===== config.mk =====
export PLATFORM = sky130hd
export DESIGN_NAME = pll_lock_reset_seq_flat
export DESIGN_NICKNAME = d
export VERILOG_FILES = /design/src/rtl/pll_lock_reset_seq_pkg.sv /design/src/rtl/pll_lock_reset_seq_if.sv /design/src/rtl/pll_lock_reset_seq_sync.sv /design/src/rtl/pll_lock_reset_seq.sv /design/src/flat_wrapper.sv
export SDC_FILE = /design/constraint.sdc
export NUM_CORES = 1
export LEC_CHECK = 0
export CORE_ASPECT_RATIO = 1.1
export CORE_UTILIZATION = 55
export CTS_CLUSTER_SIZE = 16
export DETAILED_ROUTE_END_ITERATION = 12
export GPL_ROUTABILITY_DRIVEN = 0
export PLACE_DENSITY = 0.78
export SLEW_MARGIN = 20
export SYNTH_ARGS = -nofsm -noshare
export SYNTH_HDL_FRONTEND = slang
export SYNTH_SLANG_ARGS = --single-unit

===== constraint.sdc =====
create_clock -name CLK -period 5.7 [get_ports CLK]
set_input_delay 1.425 -clock CLK [delete_from_list [all_inputs] [get_ports CLK]]
set_output_delay 1.425 -clock CLK [all_outputs]
set_load 0.005 [all_outputs]

===== src/rtl/pll_lock_reset_seq_pkg.sv =====
// Purpose : shared state encoding and latency helper for the PLL-lock reset sequencer.
// Latency : n/a (types and a constant function only).
// Backpress: n/a.
//
// Contents:
//   seq_state_t      - 2-bit sequencer state, also exported on STATE for debug.
//   release_latency  - clock edges from the first edge sampling PLL_LOCK=1 to FABRIC_RESET_N=1.
package pll_lock_reset_pkg;

    typedef enum logic [1:0] {
        ST_WAIT_LOCK = 2'd0,
        ST_STABILIZE = 2'd1,
        ST_HOLD      = 2'd2,
        ST_RUN       = 2'd3
    } seq_state_t;

    // The synchronizer adds sync_stages edges. The FSM then needs one edge to leave WAIT_LOCK,
    // lock_stable edges in STABILIZE and reset_hold edges in HOLD.
    function automatic int release_latency(input int sync_stages,
                                           input int lock_stable,
                                           input int reset_hold);
        return sync_stages + 1 + lock_stable + reset_hold;
    endfunction

endpackage


===== src/rtl/pll_lock_reset_seq_if.sv =====
// Purpose : groups the lock/reset inputs and the status/reset outputs of the sequencer.
// Latency : n/a (wiring only).
// Backpress: none; level and pulse signals only, no handshake.
//
// Signals:
//   PLL_LOCK, EXT_RST_N   - asynchronous inputs, synchronized inside the sequencer.
//   CLEAR_STATUS          - synchronous one-cycle pulse that clears LOCK_LOST and LOSS_CNT.
//   FABRIC_RESET_N, READY - registered release outputs, high only in RUN.
//   LOCK_LOST, LOSS_CNT   - sticky loss flag and saturating loss counter.
//   STATE                 - current sequencer state, for debug.
//   modport master drives the inputs (board/CCC side); modport slave is the sequencer.
interface pll_lock_reset_seq_if #(
    parameter int LOSS_CNT_WIDTH = 8
);
    logic                      PLL_LOCK;
    logic                      EXT_RST_N;
    logic                      CLEAR_STATUS;
    logic                      FABRIC_RESET_N;
    logic                      READY;
    logic                      LOCK_LOST;
    logic [LOSS_CNT_WIDTH-1:0] LOSS_CNT;
    logic [1:0]                STATE;

    modport master (
        output PLL_LOCK, EXT_RST_N, CLEAR_STATUS,
        input  FABRIC_RESET_N, READY, LOCK_LOST, LOSS_CNT, STATE
    );

    modport slave (
        input  PLL_LOCK, EXT_RST_N, CLEAR_STATUS,
        output FABRIC_RESET_N, READY, LOCK_LOST, LOSS_CNT, STATE
    );
endinterface


===== src/rtl/pll_lock_reset_seq_sync.sv =====
// Purpose : N-stage single-bit synchronizer with asynchronous active-low clear to 0.
// Latency : STAGES clock edges from d to q.
// Backpress: none.
//
// Ports: clk, rst_n (async clear), d (asynchronous input), q (synchronized output).
// STAGES must be at least 2.
module pll_lock_sync #(
    parameter int STAGES = 2
) (
    input  logic clk,
    input  logic rst_n,
    input  logic d,
    output logic q
);

    logic [STAGES-1:0] chain;

    always_ff @(posedge clk or negedge rst_n) begin
        if (!rst_n) begin
            chain <= '0;
        end else begin
            chain <= {chain[STAGES-2:0], d};
        end
    end

    assign q = chain[STAGES-1];

endmodule


===== src/rtl/pll_lock_reset_seq.sv =====
// Purpose : sequences a synchronous-deassert fabric reset from PLL lock and a user reset; logs lock loss.
// Latency : release SYNC_STAGES+1+LOCK_STABLE_CYCLES+RESET_HOLD_CYCLES edges after lock; re-assert SYNC_STAGES+1 edges after a drop.
// Backpress: none; all outputs are registered levels.
//
// Ports: CLK (CCC OUT0), RESETN (async active-low clear of every flop),
//        bus (pll_lock_reset_seq_if.slave): PLL_LOCK/EXT_RST_N/CLEAR_STATUS in,
//        FABRIC_RESET_N/READY/LOCK_LOST/LOSS_CNT/STATE out.
module pll_lock_reset_seq
    import pll_lock_reset_pkg::*;
#(
    parameter int SYNC_STAGES        = 2,
    parameter int LOCK_STABLE_CYCLES = 1024,
    parameter int RESET_HOLD_CYCLES  = 16,
    parameter int CNT_WIDTH          = 16,
    parameter int LOSS_CNT_WIDTH     = 8
) (
    input  logic                 CLK,
    input  logic                 RESETN,
    pll_lock_reset_seq_if.slave  bus
);

    localparam logic [CNT_WIDTH-1:0]      STABLE_LAST = CNT_WIDTH'(LOCK_STABLE_CYCLES - 1);
    localparam logic [CNT_WIDTH-1:0]      HOLD_LAST   = CNT_WIDTH'(RESET_HOLD_CYCLES - 1);
    localparam logic [LOSS_CNT_WIDTH-1:0] LOSS_ONE    = LOSS_CNT_WIDTH'(1);

    logic lock_s;
    logic ext_s;

    seq_state_t                state;
    logic [CNT_WIDTH-1:0]      cnt;
    logic                      fabric_reset_n_q;
    logic                      ready_q;
    logic                      lock_lost_q;
    logic [LOSS_CNT_WIDTH-1:0] loss_cnt_q;

    pll_lock_sync #(.STAGES(SYNC_STAGES)) u_lock_sync (
        .clk   (CLK),
        .rst_n (RESETN),
        .d     (bus.PLL_LOCK),
        .q     (lock_s)
    );

    pll_lock_sync #(.STAGES(SYNC_STAGES)) u_ext_sync (
        .clk   (CLK),
        .rst_n (RESETN),
        .d     (bus.EXT_RST_N),
        .q     (ext_s)
    );

    // Release outputs are assigned 1 only on the branches whose next state is RUN, so they are
    // the registered form of (next_state == RUN) without a separate next-state network.
    always_ff @(posedge CLK or negedge RESETN) begin
        if (!RESETN) begin
            state            <= ST_WAIT_LOCK;
            cnt              <= '0;
            fabric_reset_n_q <= 1'b0;
            ready_q          <= 1'b0;
            lock_lost_q      <= 1'b0;
            loss_cnt_q       <= '0;
        end else begin
            fabric_reset_n_q <= 1'b0;
            ready_q          <= 1'b0;

            // A loss logged in RUN below overrides this clear in the same cycle.
            if (bus.CLEAR_STATUS) begin
                lock_lost_q <= 1'b0;
                loss_cnt_q  <= '0;
            end

            case (state)
                ST_WAIT_LOCK: begin
                    if (lock_s && ext_s) begin
                        state <= ST_STABILIZE;
                        cnt   <= '0;
                    end
                end

                ST_STABILIZE: begin
                    // Any glitch restarts the whole sequence.
                    if (!(lock_s && ext_s)) begin
                        state <= ST_WAIT_LOCK;
                        cnt   <= '0;
                    end else if (cnt == STABLE_LAST) begin
                        state <= ST_HOLD;
                        cnt   <= '0;
                    end else begin
                        cnt <= cnt + CNT_WIDTH'(1);
                    end
                end

                ST_HOLD: begin
                    if (!(lock_s && ext_s)) begin
                        state <= ST_WAIT_LOCK;
                        cnt   <= '0;
                    end else if (cnt == HOLD_LAST) begin
                        state            <= ST_RUN;
                        cnt              <= '0;
                        fabric_reset_n_q <= 1'b1;
                        ready_q          <= 1'b1;
                    end else begin
                        cnt <= cnt + CNT_WIDTH'(1);
                    end
                end

                ST_RUN: begin
                    // Lock loss takes priority over a simultaneous user reset so it is always logged.
                    if (!lock_s) begin
                        state       <= ST_WAIT_LOCK;
                        lock_lost_q <= 1'b1;
                        if (bus.CLEAR_STATUS) begin
                            loss_cnt_q <= LOSS_ONE;
                        end else if (loss_cnt_q != '1) begin
                            loss_cnt_q <= loss_cnt_q + LOSS_ONE;
                        end
                    end else if (!ext_s) begin
                        state <= ST_WAIT_LOCK;
                    end else begin
                        fabric_reset_n_q <= 1'b1;
                        ready_q          <= 1'b1;
                    end
                end

                default: begin
                    state <= ST_WAIT_LOCK;
                    cnt   <= '0;
                end
            endcase
        end
    end

    assign bus.FABRIC_RESET_N = fabric_reset_n_q;
    assign bus.READY          = ready_q;
    assign bus.LOCK_LOST      = lock_lost_q;
    assign bus.LOSS_CNT       = loss_cnt_q;
    assign bus.STATE          = state;

endmodule


===== src/flat_wrapper.sv =====
// flat-port wrapper written by rule: the top's interface ports become plain ports
module pll_lock_reset_seq_flat import pll_lock_reset_pkg::*;
#(
    parameter int SYNC_STAGES        = 2,
    parameter int LOCK_STABLE_CYCLES = 1024,
    parameter int RESET_HOLD_CYCLES  = 16,
    parameter int CNT_WIDTH          = 16,
    parameter int LOSS_CNT_WIDTH     = 8
)
  (CLK, RESETN, bus_PLL_LOCK, bus_EXT_RST_N, bus_CLEAR_STATUS, bus_FABRIC_RESET_N, bus_READY, bus_LOCK_LOST, bus_LOSS_CNT, bus_STATE);
  pll_lock_reset_seq_if #(.LOSS_CNT_WIDTH(LOSS_CNT_WIDTH)) bus_i ();
  input  logic CLK;
  input  logic RESETN;
  input wire logic [$bits(bus_i.PLL_LOCK)-1:0] bus_PLL_LOCK;
  input wire logic [$bits(bus_i.EXT_RST_N)-1:0] bus_EXT_RST_N;
  input wire logic [$bits(bus_i.CLEAR_STATUS)-1:0] bus_CLEAR_STATUS;
  output wire logic [$bits(bus_i.FABRIC_RESET_N)-1:0] bus_FABRIC_RESET_N;
  output wire logic [$bits(bus_i.READY)-1:0] bus_READY;
  output wire logic [$bits(bus_i.LOCK_LOST)-1:0] bus_LOCK_LOST;
  output wire logic [$bits(bus_i.LOSS_CNT)-1:0] bus_LOSS_CNT;
  output wire logic [$bits(bus_i.STATE)-1:0] bus_STATE;
  assign bus_i.PLL_LOCK = bus_PLL_LOCK;
  assign bus_i.EXT_RST_N = bus_EXT_RST_N;
  assign bus_i.CLEAR_STATUS = bus_CLEAR_STATUS;
  assign bus_FABRIC_RESET_N = bus_i.FABRIC_RESET_N;
  assign bus_READY = bus_i.READY;
  assign bus_LOCK_LOST = bus_i.LOCK_LOST;
  assign bus_LOSS_CNT = bus_i.LOSS_CNT;
  assign bus_STATE = bus_i.STATE;
  pll_lock_reset_seq #(.SYNC_STAGES(SYNC_STAGES), .LOCK_STABLE_CYCLES(LOCK_STABLE_CYCLES), .RESET_HOLD_CYCLES(RESET_HOLD_CYCLES), .CNT_WIDTH(CNT_WIDTH), .LOSS_CNT_WIDTH(LOSS_CNT_WIDTH)) u_core (.CLK(CLK), .RESETN(RESETN), .bus(bus_i));
endmodule

Word-level counts from Yosys, hierarchy flattened:

Cells that the tools add are included.

* input bits: 5
* register bits: 32
* output and inout bits: 13

* reduce and logical (&&, ||, !) cells: 5
* mux-type cells: 27
* $add $sub $neg: 2
* equal/unequal tests: 10

Operator list (count)
* $mux 16: 5
* $pmux 16 s3: 1
* $mux 8: 5
* $add 16x1->16 const B: 1
* $eq 16x10->1 const B: 1
* $eq 16x4->1 const B: 1
* $mux 2: 7
* $add 8x1->8 const B: 1
* $ne 8x8->1 const B: 1
* $pmux 2 s4: 1
* $mux 1: 7
* $ne 3x3->1 const B: 2
* $eq 2x2->1 const B: 2
* $reduce_and 4->1: 1
* $ne 3x2->1 const B: 1
* $reduce_bool 3->1: 1
* $eq 2x1->1 const B: 1
* $logic_not 2->1: 1
* $ne 2x1->1 const B: 1
* $pmux 1 s2: 1
* $reduce_and 2->1: 1
* $logic_and 1x1->1: 1

Depth between registers and ports, before layout:

* word-level depth: 5
* gate-level depth with buffers: 8
* depth with buffers taken out: 7

Cells and area by module:

A second synthesis with hierarchy kept.

* cells, all modules: 187
* area total of the unflattened synthesis: 1761.7 um^2

By module, submodules not included
* pll_lock_reset_seq: times used 1, area each 1661.6 um^2, cells each 183, sequential area each 700.7 um^2
* pll_lock_sync: times used 2, area each 50.0 um^2, cells each 2, sequential area each 50.0 um^2

Least setup slack after synthesis:

OpenSTA, ideal clock, no wires.

* path type: reg-to-reg
* start: register u_core.cnt[14]
* end: register u_core.cnt[0]
* required time: 5.575 ns
* setup time: 0.125 ns
* path buffers: 0
* stages on the path, launching flop included: 6
* arrival time: 1.856 ns
* slack: 3.719 ns
* clock period less this slack: 1.981 ns
* cells stage by stage: dfrtp_1 or4_4 nor4_4 nor3b_2 or2_1 mux2_2

* longest elaborated chain between the ends: 4

Ends and longest elaborated chain
* start: declaration: RTL line pll_lock_reset_seq.sv:30 `logic [CNT_WIDTH-1:0] cnt;`
* start signal: assignment: RTL line pll_lock_reset_seq.sv:87 `cnt <= cnt + CNT_WIDTH'(1);`
* start signal: assignment: RTL line pll_lock_reset_seq.sv:101 `cnt <= cnt + CNT_WIDTH'(1);`
* $eq 16x4->1 or $eq 16x10->1 (tied branches): RTL line pll_lock_reset_seq.sv:95, pll_lock_reset_seq.sv:83
* $mux 16 (on tied branches): RTL line pll_lock_reset_seq.sv:95, pll_lock_reset_seq.sv:83
* $mux 16 (on tied branches): RTL line pll_lock_reset_seq.sv:92, pll_lock_reset_seq.sv:80
* $pmux 16 s3 *: RTL line pll_lock_reset_seq.sv:70 `case (state)`

Mark *: on every way between the ends. The rest lies on a longest branch, timed or not.
A chain may end at the register's enable or synchronous reset.

Final worst setup path:

* start: register u_core.loss_cnt_q[2] (netlist: u_core.bus.LOSS_CNT[2])
* end: output bus_LOSS_CNT[2]

RTL lines
* start: declaration: RTL line pll_lock_reset_seq.sv:34 `logic [LOSS_CNT_WIDTH-1:0] loss_cnt_q;`
* start signal: assignment: RTL line pll_lock_reset_seq.sv:113 `loss_cnt_q <= loss_cnt_q + LOSS_ONE;`
* end: declaration: RTL line flat_wrapper.sv:20 `output wire logic [$bits(bus_i.LOSS_CNT)-1:0] bus_LOSS_CNT;`

No word-level cell between the ends.

==> metrics.cfg <==
[floorplan]
io_pins = 18
die_w_um = 55.64
dieArea_um2 = 3394
rows = 21
initial_core_util = 0.5760
core_area_um2 = 3022
die_h_um = 61

[timing]
slew_headroom = 0.3560
worst_slew_pin_slew_ps = 963.0
fmax_mhz = 363.2
skew_ps = 4.925
finalCriticalPeriod_ps = 2753
report.final.hold_viol_count = 0
setup_viol = 0
rsz0062_at_grt = no
fin_crit_sh = 0.4831
slew_viol_final = 0
fin_tns_setup_ps = 0

[setup_path]
critPathRequiredTime_ps = 4280
start_kind = flip-flop
cp_max_fo = 7
cpPeakStageDelay_ps = 540
cp-end-kind = output port
crit_family = buffers and inverters
crit_path_cell_trace = clkdlybuf4s50_1
cp_slowest_cell = clkdlybuf4s50_1
crit_buf_inv = 1
worst-setup-path-type = reg -> out
r2r_slack_ps = 3410
crit_arrival_ps = 1330

[synth]
synth-main-ff-cell = dfrtp_1
yosys.area.top_type = dfrtp_1
synth_most_common_cell = dfrtp_1
synth_top_cells_by_count = dfrtp_1 (32), nand2_1 (30), nor2_1 (17)
synth_top_area_frac = 0.4601
ys_seq_area_frac = 0.4601
yosys_warnings = 0
synth-edff-count = 0
syn_inst = 184
synth_area_leaders = dfrtp_1 (46%), nand2_1 (6.5%), ha_1 (4.3%), nor2_1 (3.7%), o21ai_0 (3.5%)
async_flop_share = 1.000
synthDistinctLibCells = 39
yosys_register_bits = 32
syn_area_um2 = 1740
syn_avg_cell_area_um2 = 9.459
synthesis.nets = 195

[routing]
remaining_drc_errors = 0
antenna_left = 0
vias_per_cell = 6.079
vias = 1459
wirelength_mm = 3.594
post_drt_wl_per_cell_um = 14.98
drt-initial-drc-count = 62
first_pass_iters = 4

[min_path]
hold_class = reg -> reg

[clock_network]
postCtsHoldBufs = 0
clock-root-buffer = clkbuf_4
cts_made_buffers = 5
cts_tree = built
cts_buffer_depth = 2
cts.sinks = 32
cts-resized-gates = 0
htreeDepth = 2
clock_latency_ps = 330
clkTransAtPathRegs_ps = 100
cts_setup_buffers = 0

[layout]
nets = 216
design_area_um2 = 2024
final_layout_size_suffix_gt1_frac = 0.08738
syn_to_final_growth_pct = 16.32
fillers = 258
antenna_cells = 0

[global_routing]
overflow = 0
grt_pass1_wl_mm = 6.175
antenna_found_initial = 0
track_usage = 0.2411
grt_max_degree = 33
grt_pass1_vias = 1464

[pwr]
p_leak_uw = 0.0008622
p_per_area_nw_per_um2 = 286.5
max-vdd-ir-drop_v = 0.0002212

[placement]
place_area_um2 = 1948
numPortBuffers = 17
dp_hpwl_mm = 2.551

[run]
drv_cap = 0

[run_status]
outcome = completed

layer usage:
| metal | global-route usage | vias up | share of wire |
|---|---|---|---|
| met3 | 0.08316 | 11 | 0.038 |
| met1 | 0.2554 | 721 | 0.43 |
| met4 | 0.1536 | 0 | 0.026 |
| met5 | 0 | - | 0 |
| li1 | - | 699 | - |
| met2 | 0.4217 | 28 | 0.51 |
final timing paths:
| path | startpoint | end | cells past startpoint |
|---|---|---|---|
| min in group asynchronous | RESETN | u_core.bus.LOSS_CNT[1] | 2 |
| setup reg to reg | u_core.cnt[0] | u_core.cnt[5] | 6 |
| max in group asynchronous | RESETN | u_core.bus.LOSS_CNT[3] | 2 |
| hold reg to reg | u_core.u_lock_sync.chain[0] | u_core.u_lock_sync.chain[1] | 0 |
| hold / removal | u_core.u_lock_sync.chain[0] | u_core.u_lock_sync.chain[1] | 0 |
| setup / recovery | u_core.bus.LOSS_CNT[2] | bus_LOSS_CNT[2] | 1 |
logic make-up (layout without fill, tap and decap cells):
kind of cell	count (synthesis)	after routing	share of synthesized area
multiplexers	7	7	0.04242
AND/OR/NAND/NOR	92	92	0.2840
buffers and inverters	8	30	0.01941
adder cells (fa/ha/maj)	6	6	0.04313
AO/OA/AOI/OAI	30	30	0.1057
flip-flops	32	32	0.4601
XOR/XNOR	9	9	0.04529
registers in the layout, summed over array words and instances (netlist names):
name                       count
u_core.bus.LOSS_CNT            8
u_core.bus.LOCK_LOST           1
u_core.bus.STATE               2
u_core.u_lock_sync.chain       2
u_core.bus.FABRIC_RESET_N      1
u_core.u_ext_sync.chain        2
u_core.cnt                    16
layout make-up:
type                       count  area [µm²]  area share
multi-input combinational    144       912.1      0.4506
inverter                       4       15.01    0.007417
clock buffer                   6       41.29     0.02040
timing repair buffer          18       177.7     0.08776
tap                           34       42.54     0.02101
sequential                    32       800.8      0.3956
clock inverter                 2       35.03     0.01731
per-stage QoR:
stage	util	setup slack (ps)	hold slack [ps]	power, µW	std cells
6_report	0.6700	2947	358.8	579.9	240
3_5_place_dp	0.6447	3306	338.1	415.8	232
5_1_grt	0.6700	2882	365.5	615.5	240
3_3_place_gp	0.6447	3332	331.8	406.8	232
4_1_cts	0.6700	2939	361.1	585.3	240
2_1_floorplan	-	3719	331.2	361.4	184
layout by cell type, fill, tap and decap left out, types with 5 or more instances in the layout:
cell	n
nor2_1	17
nand4_1	6
dfrtp_1	32
clkbuf_4	5
ha_1	6
clkdlybuf4s50_1	17
nor3_1	6
nand2_1	30
xnor2_1	5
nand3_1	7
o21ai_0	12
power by group:
group	switching (µW)	internal [µW]	total [µW]
clock network	75.6	91.9	167
registers	16.1	241	257
logic	92.5	62.7	155
Power figures use the tool's default switching activity.
